### src/rtl/midi_pkg.sv
// rtl/midi_pkg.sv - shared types, byte-range constants and helpers for the MIDI receiver
package midi_pkg;

    typedef enum logic [2:0] {
        RX_IDLE,
        RX_START,
        RX_DATA,
        RX_STOP,
        RX_BREAK
    } rx_state_t;

    localparam logic [7:0] STATUS_MIN  = 8'h80;
    localparam logic [7:0] SYSEX_START = 8'hF0;
    localparam logic [7:0] SYSEX_END   = 8'hF7;
    localparam logic [7:0] RT_MIN      = 8'hF8;

    // Program change (Cn) and channel pressure (Dn) carry one data byte; all others two.
    function automatic logic [1:0] data_len(input logic [7:0] status);
        return (status[7:4] == 4'hC || status[7:4] == 4'hD) ? 2'd1 : 2'd2;
    endfunction

    function automatic logic majority(input logic a, input logic b, input logic c);
        return (a & b) | (a & c) | (b & c);
    endfunction

endpackage

### src/rtl/midi_uart_rx.sv
// rtl/midi_uart_rx.sv - oversampling serial byte receiver with majority-voted bits
module midi_uart_rx
    import midi_pkg::*;
#(
    parameter int CLK_HZ = 10_000_000,
    parameter int BAUD   = 31250,
    parameter int OSR    = 16
) (
    input  logic       clock,
    input  logic       reset,
    input  logic       en,
    input  logic       line_in,
    output logic [7:0] rx_byte,
    output logic       byte_valid,
    output logic       frame_err
);

    localparam int TICK_DIV = CLK_HZ / (BAUD * OSR);
    localparam int TW = (TICK_DIV > 1) ? $clog2(TICK_DIV) : 1;
    localparam int PW = $clog2(OSR);
    localparam logic [TW-1:0] TICK_LAST = TW'(TICK_DIV - 1);
    localparam logic [PW-1:0] PH_LO     = PW'(OSR / 2 - 1);
    localparam logic [PW-1:0] PH_MID    = PW'(OSR / 2);
    localparam logic [PW-1:0] PH_HI     = PW'(OSR / 2 + 1);
    localparam logic [PW-1:0] PH_LAST   = PW'(OSR - 1);

    generate
        if (CLK_HZ % (BAUD * OSR) != 0) begin : g_bad_ratio
            $error("midi_uart_rx: CLK_HZ must be an integer multiple of BAUD*OSR");
        end
    endgenerate

    logic            sync1;
    logic            sync2;
    logic            armed;
    logic [TW-1:0]   tick_cnt;
    logic [PW-1:0]   phase;
    logic            s_lo;
    logic            s_mid;
    logic [2:0]      bit_idx;
    logic [7:0]      shreg;
    rx_state_t       state;
    logic            tick;
    logic            decide;
    logic            vote;

    assign tick   = (tick_cnt == TICK_LAST);
    assign decide = tick && (phase == PH_HI);
    assign vote   = majority(s_lo, s_mid, sync2);

    // Strobes come straight off the decision cycle; the assembler registers them.
    assign rx_byte    = shreg;
    assign byte_valid = en && (state == RX_STOP) && decide && vote;
    assign frame_err  = en && (state == RX_STOP) && decide && !vote;

    always_ff @(posedge clock or posedge reset) begin
        if (reset) begin
            sync1    <= 1'b1;
            sync2    <= 1'b1;
            armed    <= 1'b0;
            tick_cnt <= '0;
            phase    <= '0;
            s_lo     <= 1'b1;
            s_mid    <= 1'b1;
            bit_idx  <= '0;
            shreg    <= '0;
            state    <= RX_IDLE;
        end else begin
            sync1    <= line_in;
            sync2    <= sync1;
            tick_cnt <= tick ? '0 : tick_cnt + 1'b1;
            armed    <= 1'b0;
            if (tick) begin
                phase <= (phase == PH_LAST) ? '0 : phase + 1'b1;
            end
            if (tick && phase == PH_LO) begin
                s_lo <= sync2;
            end
            if (tick && phase == PH_MID) begin
                s_mid <= sync2;
            end

            if (!en) begin
                state <= RX_IDLE;
            end else begin
                case (state)
                    // Only a high-to-low transition starts a frame, never a line already low.
                    RX_IDLE: begin
                        armed <= sync2;
                        if (armed && !sync2) begin
                            tick_cnt <= '0;
                            phase    <= '0;
                            state    <= RX_START;
                        end
                    end
                    RX_START: begin
                        bit_idx <= '0;
                        if (decide) begin
                            state <= vote ? RX_IDLE : RX_DATA;
                        end
                    end
                    RX_DATA: begin
                        if (decide) begin
                            shreg   <= {vote, shreg[7:1]};
                            bit_idx <= bit_idx + 1'b1;
                            if (bit_idx == 3'd7) begin
                                state <= RX_STOP;
                            end
                        end
                    end
                    RX_STOP: begin
                        if (decide) begin
                            state <= vote ? RX_IDLE : RX_BREAK;
                        end
                    end
                    RX_BREAK: begin
                        if (sync2) begin
                            state <= RX_IDLE;
                        end
                    end
                    default: state <= RX_IDLE;
                endcase
            end
        end
    end

endmodule

### src/rtl/midi_msg_rx.sv
// rtl/midi_msg_rx.sv - MIDI input front end: byte receiver plus running-status message assembler
module midi_msg_rx
    import midi_pkg::*;
#(
    parameter int CLK_HZ = 10_000_000,
    parameter int BAUD   = 31250,
    parameter int OSR    = 16
) (
    input  logic       clock,
    input  logic       reset,
    input  logic       io_en,
    input  logic       io_midi_in,
    output logic       io_msg_valid,
    output logic [7:0] io_msg_status,
    output logic [6:0] io_msg_data1,
    output logic [6:0] io_msg_data2,
    output logic       io_rt_valid,
    output logic [7:0] io_rt_byte,
    output logic       io_frame_err
);

    logic [7:0] rx_byte;
    logic       byte_valid;
    logic       frame_err;
    logic [7:0] running_status;
    logic       data_idx;
    logic [6:0] data1_lat;

    midi_uart_rx #(
        .CLK_HZ (CLK_HZ),
        .BAUD   (BAUD),
        .OSR    (OSR)
    ) u_uart (
        .clock      (clock),
        .reset      (reset),
        .en         (io_en),
        .line_in    (io_midi_in),
        .rx_byte    (rx_byte),
        .byte_valid (byte_valid),
        .frame_err  (frame_err)
    );

    always_ff @(posedge clock or posedge reset) begin
        if (reset) begin
            io_msg_valid   <= 1'b0;
            io_msg_status  <= '0;
            io_msg_data1   <= '0;
            io_msg_data2   <= '0;
            io_rt_valid    <= 1'b0;
            io_rt_byte     <= '0;
            io_frame_err   <= 1'b0;
            running_status <= '0;
            data_idx       <= 1'b0;
            data1_lat      <= '0;
        end else begin
            io_msg_valid <= 1'b0;
            io_rt_valid  <= 1'b0;
            io_frame_err <= frame_err;

            if (!io_en) begin
                running_status <= '0;
                data_idx       <= 1'b0;
            end else if (byte_valid) begin
                if (rx_byte >= RT_MIN) begin
                    // Real-time bytes interleave anywhere without touching assembly.
                    io_rt_valid <= 1'b1;
                    io_rt_byte  <= rx_byte;
                end else if (rx_byte >= SYSEX_START) begin
                    // With no running status, sysex payload bytes fall through as discards.
                    running_status <= '0;
                    data_idx       <= 1'b0;
                end else if (rx_byte >= STATUS_MIN) begin
                    running_status <= rx_byte;
                    data_idx       <= 1'b0;
                end else if (running_status != 8'h00) begin
                    if (!data_idx && data_len(running_status) == 2'd2) begin
                        data1_lat <= rx_byte[6:0];
                        data_idx  <= 1'b1;
                    end else begin
                        io_msg_valid  <= 1'b1;
                        io_msg_status <= running_status;
                        io_msg_data1  <= data_idx ? data1_lat : rx_byte[6:0];
                        io_msg_data2  <= data_idx ? rx_byte[6:0] : 7'd0;
                        data_idx      <= 1'b0;
                    end
                end
            end
        end
    end

endmodule

### config.mk
export PLATFORM = sky130hd
export DESIGN_NAME = midi_msg_rx
export DESIGN_NICKNAME = d
export VERILOG_FILES = /design/src/rtl/midi_pkg.sv /design/src/rtl/midi_uart_rx.sv /design/src/rtl/midi_msg_rx.sv
export SDC_FILE = /design/constraint.sdc
export NUM_CORES = 1
export LEC_CHECK = 0
export CAP_MARGIN = 20
export CORE_ASPECT_RATIO = 1.25
export CORE_MARGIN = 2
export CORE_UTILIZATION = 25
export CTS_BUF_LIST = sky130_fd_sc_hd__clkbuf_4 sky130_fd_sc_hd__clkbuf_8
export CTS_CLUSTER_DIAMETER = 30
export DETAILED_ROUTE_END_ITERATION = 8
export PLACE_DENSITY_LB_ADDON = 0.25
export RECOVER_POWER = 50
export SLEW_MARGIN = 20
export SYNTH_ARGS = -nofsm -noshare
export SYNTH_HDL_FRONTEND = slang
export SYNTH_SLANG_ARGS = --single-unit
### constraint.sdc
create_clock -name clock -period 2.15 [get_ports clock]
set_input_delay 0.3225 -clock clock [delete_from_list [all_inputs] [get_ports clock]]
set_output_delay 0.3225 -clock clock [all_outputs]
set_load 0.02 [all_outputs]
Yosys cells after proc, flatten, opt, wreduce, memory -nomap -nowiden
Index checks and enable logic that the tools add are counted.
W data, S select, Z words.
{"block": "totals", "regBits": 77, "input_bits": 4, "out_inout_bits": 33, "elab_cells": 131}
{"block": "classes", "add_sub_neg": 3, "n_lt_le_gt_ge": 3, "n_eq_ne": 24, "n_mux": 48, "n_bitwise": 9, "n_reduce_logical": 24}
{"operator": "$mux W8", "count": 5}
{"operator": "$mux W3", "count": 9}
{"operator": "$ge A8 B8 Y1 const B", "count": 3}
{"operator": "$eq A4 B4 Y1 const B", "count": 5}
{"operator": "$mux W4", "count": 5}
{"operator": "$mux W5", "count": 4}
{"operator": "$mux W1", "count": 19}
{"operator": "$ne A3 B2 Y1 const B", "count": 6}
{"operator": "$pmux W3 S5", "count": 1}
{"operator": "$reduce_and A3 Y1", "count": 5}
{"operator": "$mux W7", "count": 2}
{"operator": "$reduce_and A7 Y1", "count": 2}
{"operator": "$logic_and A1 B1 Y1", "count": 9}
{"operator": "$reduce_bool A8 Y1", "count": 1}
{"operator": "$eq A3 B2 Y1 const B", "count": 2}
{"operator": "$eq A3 B3 Y1 const B", "count": 2}
{"operator": "$pmux W3 S2", "count": 1}
{"operator": "$reduce_and A6 Y1", "count": 1}
{"operator": "$add A5 B1 Y5 const B", "count": 1}
{"operator": "$eq A5 B5 Y1 const B", "count": 1}
{"operator": "$add A4 B1 Y4 const B", "count": 1}
{"operator": "$eq A4 B3 Y1 const B", "count": 1}
{"operator": "$mux W2", "count": 2}
{"operator": "$ne A2 B1 Y1 const B", "count": 2}
{"operator": "13 further kinds", "count": 21}

Depth between registers and ports, before layout
Gate-level depths: netlist of the first run.
{"block": "logic_depth", "word_depth": 12, "mapped_depth": 7, "depth_no_buf": 6}

Modules after synthesis
Synthesis of the first run repeated with hierarchy kept, for this count alone.
{"block": "unflattened", "cells_unflattened": 277, "hier_area_um2": 3374.5}
{"module": "midi_msg_rx", "n_inst": 1, "cells_each": 153, "area_each_um2": 1943.1, "seq_area_each_um2": 1226.2}
{"module": "midi_uart_rx", "n_inst": 1, "cells_each": 124, "area_each_um2": 1431.4, "seq_area_each_um2": 705.7}

Worst setup path after synthesis of the first run
No wires, ideal clock.
{"block": "synth_path", "kind": "flip-flop to flip-flop", "from": "register u_uart.tick_cnt[0]", "to": "register io_msg_data1[3]", "setup_ns": 0.125, "t_arrival_ns": 1.822, "required_time_ns": 2.025, "path_slack_ns": 0.203, "path_stages_with_launch": 7, "n_path_buf": 1, "period_less_slack_ns": 1.947, "cell_sequence": "dfrtp_1 ha_1 and4bb_2 nand2_4 nor4_4 buf_6 mux2_4"}
{"block": "synth_between", "elab_chain_len": 5}
{"item": "from (decl)", "line_no": "midi_uart_rx.sv:36", "rtl": "logic [TW-1:0] tick_cnt;"}
{"item": "from (signal assigned)", "line_no": "midi_uart_rx.sv:71", "rtl": "tick_cnt <= tick ? '0 : tick_cnt + 1'b1;"}
{"item": "$eq A5 B5 Y1", "line_no": "midi_uart_rx.sv:47", "rtl": "assign tick = (tick_cnt == TICK_LAST);"}
{"item": "$logic_and A1 B1 Y1", "line_no": "midi_uart_rx.sv:48", "rtl": "assign decide = tick && (phase == PH_HI);"}
{"item": "$logic_and A1 B1 Y1 (2 in series)", "line_no": "midi_uart_rx.sv:53", "rtl": "assign byte_valid = en && (state == RX_STOP) && decide && vote;"}
{"item": "$reduce_and A7 Y1 (no source line)"}
{"item": "to (signal assigned)", "line_no": "midi_msg_rx.sv:82", "rtl": "io_msg_data1 <= data_idx ? data1_lat : rx_byte[6:0];"}
{"item": "to (decl)", "line_no": "midi_msg_rx.sv:15", "rtl": "output logic [6:0] io_msg_data1,"}
Every way passes these cells.
A chain may end at the register's enable or synchronous reset.

Final worst setup path of the first run
{"block": "layout_path", "from": "register u_uart.tick_cnt[0]", "to": "register io_msg_status[7]"}
{"block": "layout_between", "elab_chain_len": 5}
{"item": "$eq A5 B5 Y1", "line_no": "midi_uart_rx.sv:47"}
{"item": "$logic_and A1 B1 Y1", "line_no": "midi_uart_rx.sv:48"}
{"item": "$logic_and A1 B1 Y1 (2 in series)", "line_no": "midi_uart_rx.sv:53"}
{"item": "$reduce_and A7 Y1 (no source line)"}
{"item": "to (signal assigned)", "line_no": "midi_msg_rx.sv:81", "rtl": "io_msg_status <= running_status;"}
{"item": "to (decl)", "line_no": "midi_msg_rx.sv:14", "rtl": "output logic [7:0] io_msg_status,"}
Every way passes these cells.

==> flow_summary.json, run 1 <==
{
  "tightest_slew_ns": 1.07,
  "place_area_mm2": 0.00433,
  "grt_max_degree": 78,
  "gp_congestion": 0.781,
  "crit_arrival_ns": 2.26,
  "syn-cell-area_mm2": 0.00355,
  "dr_wl_met3_um": 244,
  "crit_chain": "ha_2, and4bb_2, nand2_4, nor4_4, buf_4, mux2_2",
  "initial_utilization_pct": 25.6,
  "drtPass1Iterations": 4,
  "syn-num-nets": 295,
  "worstPathMaxFanout": 6,
  "period_needed_ns": 2.04,
  "vias": 2339,
  "cpPeakStageDelay_ns": 0.40,
  "ir_drop_mv": 0.259,
  "slowest_stage": "dfrtp_1",
  "cellLeakagePower_nw": 2.20,
  "cts-root-buf": "clkbuf_8",
  "ys.flop_type": "dfrtp_1",
  "met1_length_mm": 3.45,
  "yosys_warnings": 0,
  "drt_iter0_drc": 100,
  "synth.area.top_cells": "dfrtp_1 51%, mux2_2 9.2%, mux2_4 5.5%",
  "met2_length_mm": 3.78,
  "crit_path_end_kind": "flip-flop",
  "tns_ns": 0,
  "fill_cells": 1403,
  "finalCritPeriodShare_pct": 94.7,
  "num_rows": 48,
  "outcome": "complete, no violations",
  "top_layer": "met4",
  "final_nets": 361,
  "critPathLaunchType": "flip-flop",
  "ys_ff_latch": 77,
  "remaining_drc_errors": 0,
  "critPathRequiredTime_ns": 2.38,
  "rsz0062_at_grt": "false",
  "relSlewSlack_pct": 28.6,
  "grt.overflow.total": 0,
  "design_area_mm2": 0.00452,
  "dp_slack_ns": -0.0540,
  "cts_tree": "built",
  "synth_edf_count": 0,
  "hold_buffers": 0,
  "yosys-top-cells-count": "73 x dfrtp_1, 32 x nand2_1, 29 x mux2_2, 16 x inv_1, 14 x mux2i_1",
  "syn_area_per_cell_um2": 12.5,
  "io_pins": 37,
  "finalWorstSetupSlack_ns": 0.114,
  "yosysTopAreaCellShare_pct": 51.4,
  "async_reset_ff_share_pct": 100,
  "syn_to_final_growth_pct": 27.2,
  "port_buffers": 36,
  "htree_num_levels": 3,
  "path_class": "flip-flop to flip-flop",
  "core-area_mm2": 0.0139,
  "post_cts_buffers": 0,
  "skew_ns": 0.0108,
  "post_drt_wl_per_cell_um": 14.1,
  "grtUsageTotal_pct": 10.4,
  "setup_viol": 0,
  "path_clk_slew_ns": 0.08,
  "ys_seq_area_share_pct": 54.4,
  "path_buf_inv": 1,
  "final_antenna_net_count": 0,
  "hold_class": "flip-flop to flip-flop",
  "grt_first_pass_wirelength_mm": 12.5,
  "first_global_vias": 2447,
  "finalMaxSlewViolations": 0,
  "post-synth-top-count-cell": "dfrtp_1",
  "die_area_mm2": 0.0152,
  "max_freq_ghz": 0.491,
  "synth_cells": 285,
  "hold_viol_final": 0,
  "insertion_delay_ns": 0.35,
  "synth.distinct_cells": 52,
  "yosys.area.top_type": "dfrtp_1",
  "n_antenna_cell": 0,
  "cts_resized": 0,
  "die_x_um": 111,
  "cts_buffers": 9,
  "cts.path.max_buffers": 2,
  "wirelength_mm": 7.51,
  "antenna_found_initial": 0,
  "cts_sinks": 77,
  "hold-worst-slack_ns": 0.362,
  "hpwl_mm": 5.19,
  "cellPowerDensity_mw_per_mm2": 687,
  "vias_per_cell": 4.40,
  "die_height_um": 137,
  "drv_cap": 0,
  "layout-drive-gt1-share_pct": 31.5,
  "cp_top_family": "simple AND/OR/NAND/NOR gates"
}
## stage by stage
stage               utilization [%]  power (mW)  cells
finish                         32.5        3.10    531
global route                   32.5        3.28    531
CTS                            32.6        3.16    531
detailed placement             31.2        2.02    515
global placement               31.2        2.01    515
floorplan                         -        1.88    285
## cells by family (layout without fill, tap and decap cells)
group / Yosys count / after routing / synth area share, %
DFF: 77 / 77 / 54.4
adders and majority gates: 7 / 7 / 2.40
AOI/OAI and AO/OA: 27 / 27 / 5.46
xor gates and xnor gates: 3 / 3 / 0.740
buffers and inverters: 27 / 98 / 3.35
and+or+nand+nor: 88 / 88 / 15.0
muxes: 56 / 56 / 18.6
## power breakdown
part / switching (mW) / internal, mW
logic: 0.193 / 0.179
clock network: 0.524 / 0.591
registers: 0.0821 / 1.54
total: 0.799 / 2.31
## cell type report
cell class                 count  area [µm²]  area share (%)
clock buffer                  12         153            3.38
clock inverter                 4        47.5            1.05
inverter                      16        63.8            1.41
multi-input combinational    181        1500            33.3
sequential                    77        1930            42.8
tap                          175         219            4.85
timing repair buffer          66         598            13.2
## sequential cells by signal (all words and copies together), names as in the netlist
register	count
u_uart.state	3
io_rt_byte	8
u_uart.tick_cnt	5
u_uart.s_mid	1
u_uart.sync2	1
io_msg_valid	1
data_idx	1
u_uart.s_lo	1
io_frame_err	1
io_msg_status	8
u_uart.sync1	1
u_uart.phase	4
data1_lat	7
u_uart.rx_byte	8
u_uart.armed	1
io_msg_data2	7
running_status	8
io_msg_data1	7
io_rt_valid	1
u_uart.bit_idx	3
## worst reg2reg max path, delay by kind of cell, from the launching register on
kind | cells | cell delay (ns)
and+or+nand+nor | 3 | 0.70
buffers and inverters | 1 | 0.23
adders and majority gates | 1 | 0.24
DFF | 1 | 0.40
muxes | 1 | 0.34
## final timing paths
kind | slack (ns) | end | from | cells past startpoint
worst min register to register | 0.36 | u_uart.sync2 | u_uart.sync1 | 0
max in group asynchronous | 0.61 | u_uart.rx_byte[0] | reset | 3
worst max register to register | 0.11 | io_msg_status[7] | u_uart.tick_cnt[0] | 6
worst max-delay path | 0.11 | io_msg_status[7] | u_uart.tick_cnt[0] | 6
worst min-delay path | 0.36 | u_uart.sync2 | u_uart.sync1 | 0
min in group asynchronous | 0.82 | u_uart.bit_idx[1] | reset | 3
## layer usage
layer  global-route usage [%]  up-vias
met1                     13.2     1168
met2                     17.1       38
li1                         -     1128
met5                        0        -
met3                     2.73        5
met4                     3.75        0
## cells in the final DEF, fill, tap and decap left out, drive strengths merged, types with 4 or more instances in the layout
master,count
a21oi,6
o21ai,5
buf,29
a22o,5
ha,6
dlygate4sd3,14
mux2i,14
clkdlybuf4s50,22
mux2,42
dfrtp,73
or2,7
inv,15
nor4,4
dfstp,4
nor2,12
nand2,33
or4,4
nand3,7
clkbuf,13
No activity file was read; power rests on OpenSTA's default activity.
==> inputs of run 2 (changes only) <==
- ABC_CLOCK_PERIOD_IN_PS: default -> 2150
==> results of run 2 <==
Final layout, timing and power as in run 1 (identical DEF).
==> inputs of run 3 (changes only) <==
- CORE_UTILIZATION: 25 -> 52
==> flow_summary.json, run 3 (synthesized netlist as in run 1, its figures left out) <==
{
  "design_area_mm2": 0.00442,
  "grt_max_degree": 51,
  "tns_ns": 0,
  "die_x_um": 77.9,
  "drtPass1Iterations": 4,
  "path_class": "flip-flop to flip-flop",
  "stdcell_count": 443,
  "drt_iter0_drc": 119,
  "dp.cells": 427,
  "die_area_mm2": 0.00751,
  "cellLeakagePower_nw": 2.18,
  "critPathLaunchType": "flip-flop",
  "layout_commonest_cell": "dfrtp_1",
  "final_antenna_net_count": 0,
  "layout-drive-gt1-share_pct": 30.3,
  "finalCritPeriodShare_pct": 94.4,
  "antenna_found_initial": 0,
  "wirelength_mm": 7.07,
  "grtUsageTotal_pct": 21.0,
  "post_drt_wl_per_cell_um": 16.0,
  "path_clk_slew_ns": 0.08,
  "remaining_drc_errors": 0,
  "n_antenna_cell": 0,
  "core-area_mm2": 0.00661,
  "rsz0062_at_grt": "false",
  "rr_worst_depth": 6,
  "vias": 2386,
  "io_pins": 37,
  "cts_sinks": 77,
  "mostFrequentLayoutCells": "73 x dfrtp_1, 32 x nand2_1, 29 x mux2_2, 28 x clkdlybuf4s50_1, 23 x buf_4",
  "num_rows": 33,
  "drv_cap": 0,
  "post_cts_buffers": 0,
  "max_freq_ghz": 0.492,
  "insertion_delay_ns": 0.35,
  "tightest_slew_ns": 0.886,
  "gp_congestion": 0.871,
  "cellPowerDensity_mw_per_mm2": 721,
  "setup_viol": 0,
  "place_area_mm2": 0.00422,
  "hold_class": "flip-flop to flip-flop",
  "syn_to_final_growth_pct": 24.3,
  "skew_ns": 0.00723,
  "crit_path_end_kind": "flip-flop",
  "die_height_um": 96.4,
  "critPathRequiredTime_ns": 2.39,
  "cts.path.max_buffers": 2,
  "vias_per_cell": 5.39,
  "port_buffers": 36,
  "cts-root-buf": "clkbuf_8",
  "cts_buffers": 9,
  "htree_num_levels": 3,
  "period_needed_ns": 2.03,
  "grt_first_pass_wirelength_mm": 11.8,
  "fin_util_pct": 66.8,
  "final_nets": 361,
  "holdPathStages": 0,
  "hpwl_mm": 4.87,
  "first_global_vias": 2384,
  "grt.overflow.total": 0,
  "relSlewSlack_pct": 40.9,
  "finalMaxSlewViolations": 0,
  "worstPathMaxFanout": 15,
  "initial_utilization_pct": 53.8,
  "cts_tree": "built",
  "hold_viol_final": 0,
  "crit_arrival_ns": 2.27,
  "ir_drop_mv": 0.615,
  "outcome": "complete, no violations"
}
run 3: cell type report:
type                            count  area, µm²
Fill cell                         509       2190
Tap cell                           87        109
Timing Repair Buffer               66        583
Clock inverter                      6       86.3
Multi-Input combinational cell    181       1510
Inverter                           16       61.3
Sequential cell                    77       1930
Clock buffer                       10        138
run 3: repair_timing:
item / in CTS / in global routing
hold buffers: 0 / 0
setup endpoints to repair: 0 / 1
resized for setup: 0 / 1
run 3: stage by stage:
stage	worst slack (ns)	hold slack, ns	power (mW)
global route	0.00109	0.366	3.35
finish	0.119	0.361	3.18
global placement	-0.00329	0.349	1.99
detailed placement	-0.0655	0.351	2.01
floorplan	0.203	0.327	1.88
CTS	0.0835	0.274	3.22
run 3: power breakdown:
group	switching [mW]	total, mW	internal, mW
registers	0.0801	1.62	1.54
clock network	0.528	1.21	0.683
logic	0.191	0.355	0.164
run 3: metal layers:
| metal | vias to the layer above | wire length, µm | share of wire, % | global-route usage [%] |
|---|---|---|---|---|
| met5 | - | 0 | 0 | 0 |
| met4 | 0 | 249 | 3.5 | 14.0 |
| met3 | 20 | 260 | 3.7 | 4.00 |
| met2 | 47 | 3610 | 51 | 34.1 |
| met1 | 1181 | 2960 | 42 | 25.7 |
| li1 | 1138 | - | - | - |
run 3: path summary, 6_finish.rpt:
check                                        start              end  slack, ns
worst max-delay path            u_uart.tick_cnt[0]  io_msg_data1[6]       0.12
worst min-delay path                  u_uart.sync1     u_uart.sync2       0.36
worst max register to register  u_uart.tick_cnt[0]  io_msg_data1[6]       0.12
worst min register to register        u_uart.sync1     u_uart.sync2       0.36
max in group asynchronous                    reset  u_uart.state[0]       0.56
min in group asynchronous                    reset     io_msg_valid       0.45
run 3: critical path, cell delays in order, from the launching register on:
cell	delay, ns
dfrtp_1	0.37
ha_1	0.25
and4bb_2	0.33
nand2_4	0.11
nor4_4	0.30
buf_12	0.21
mux2_2	0.34
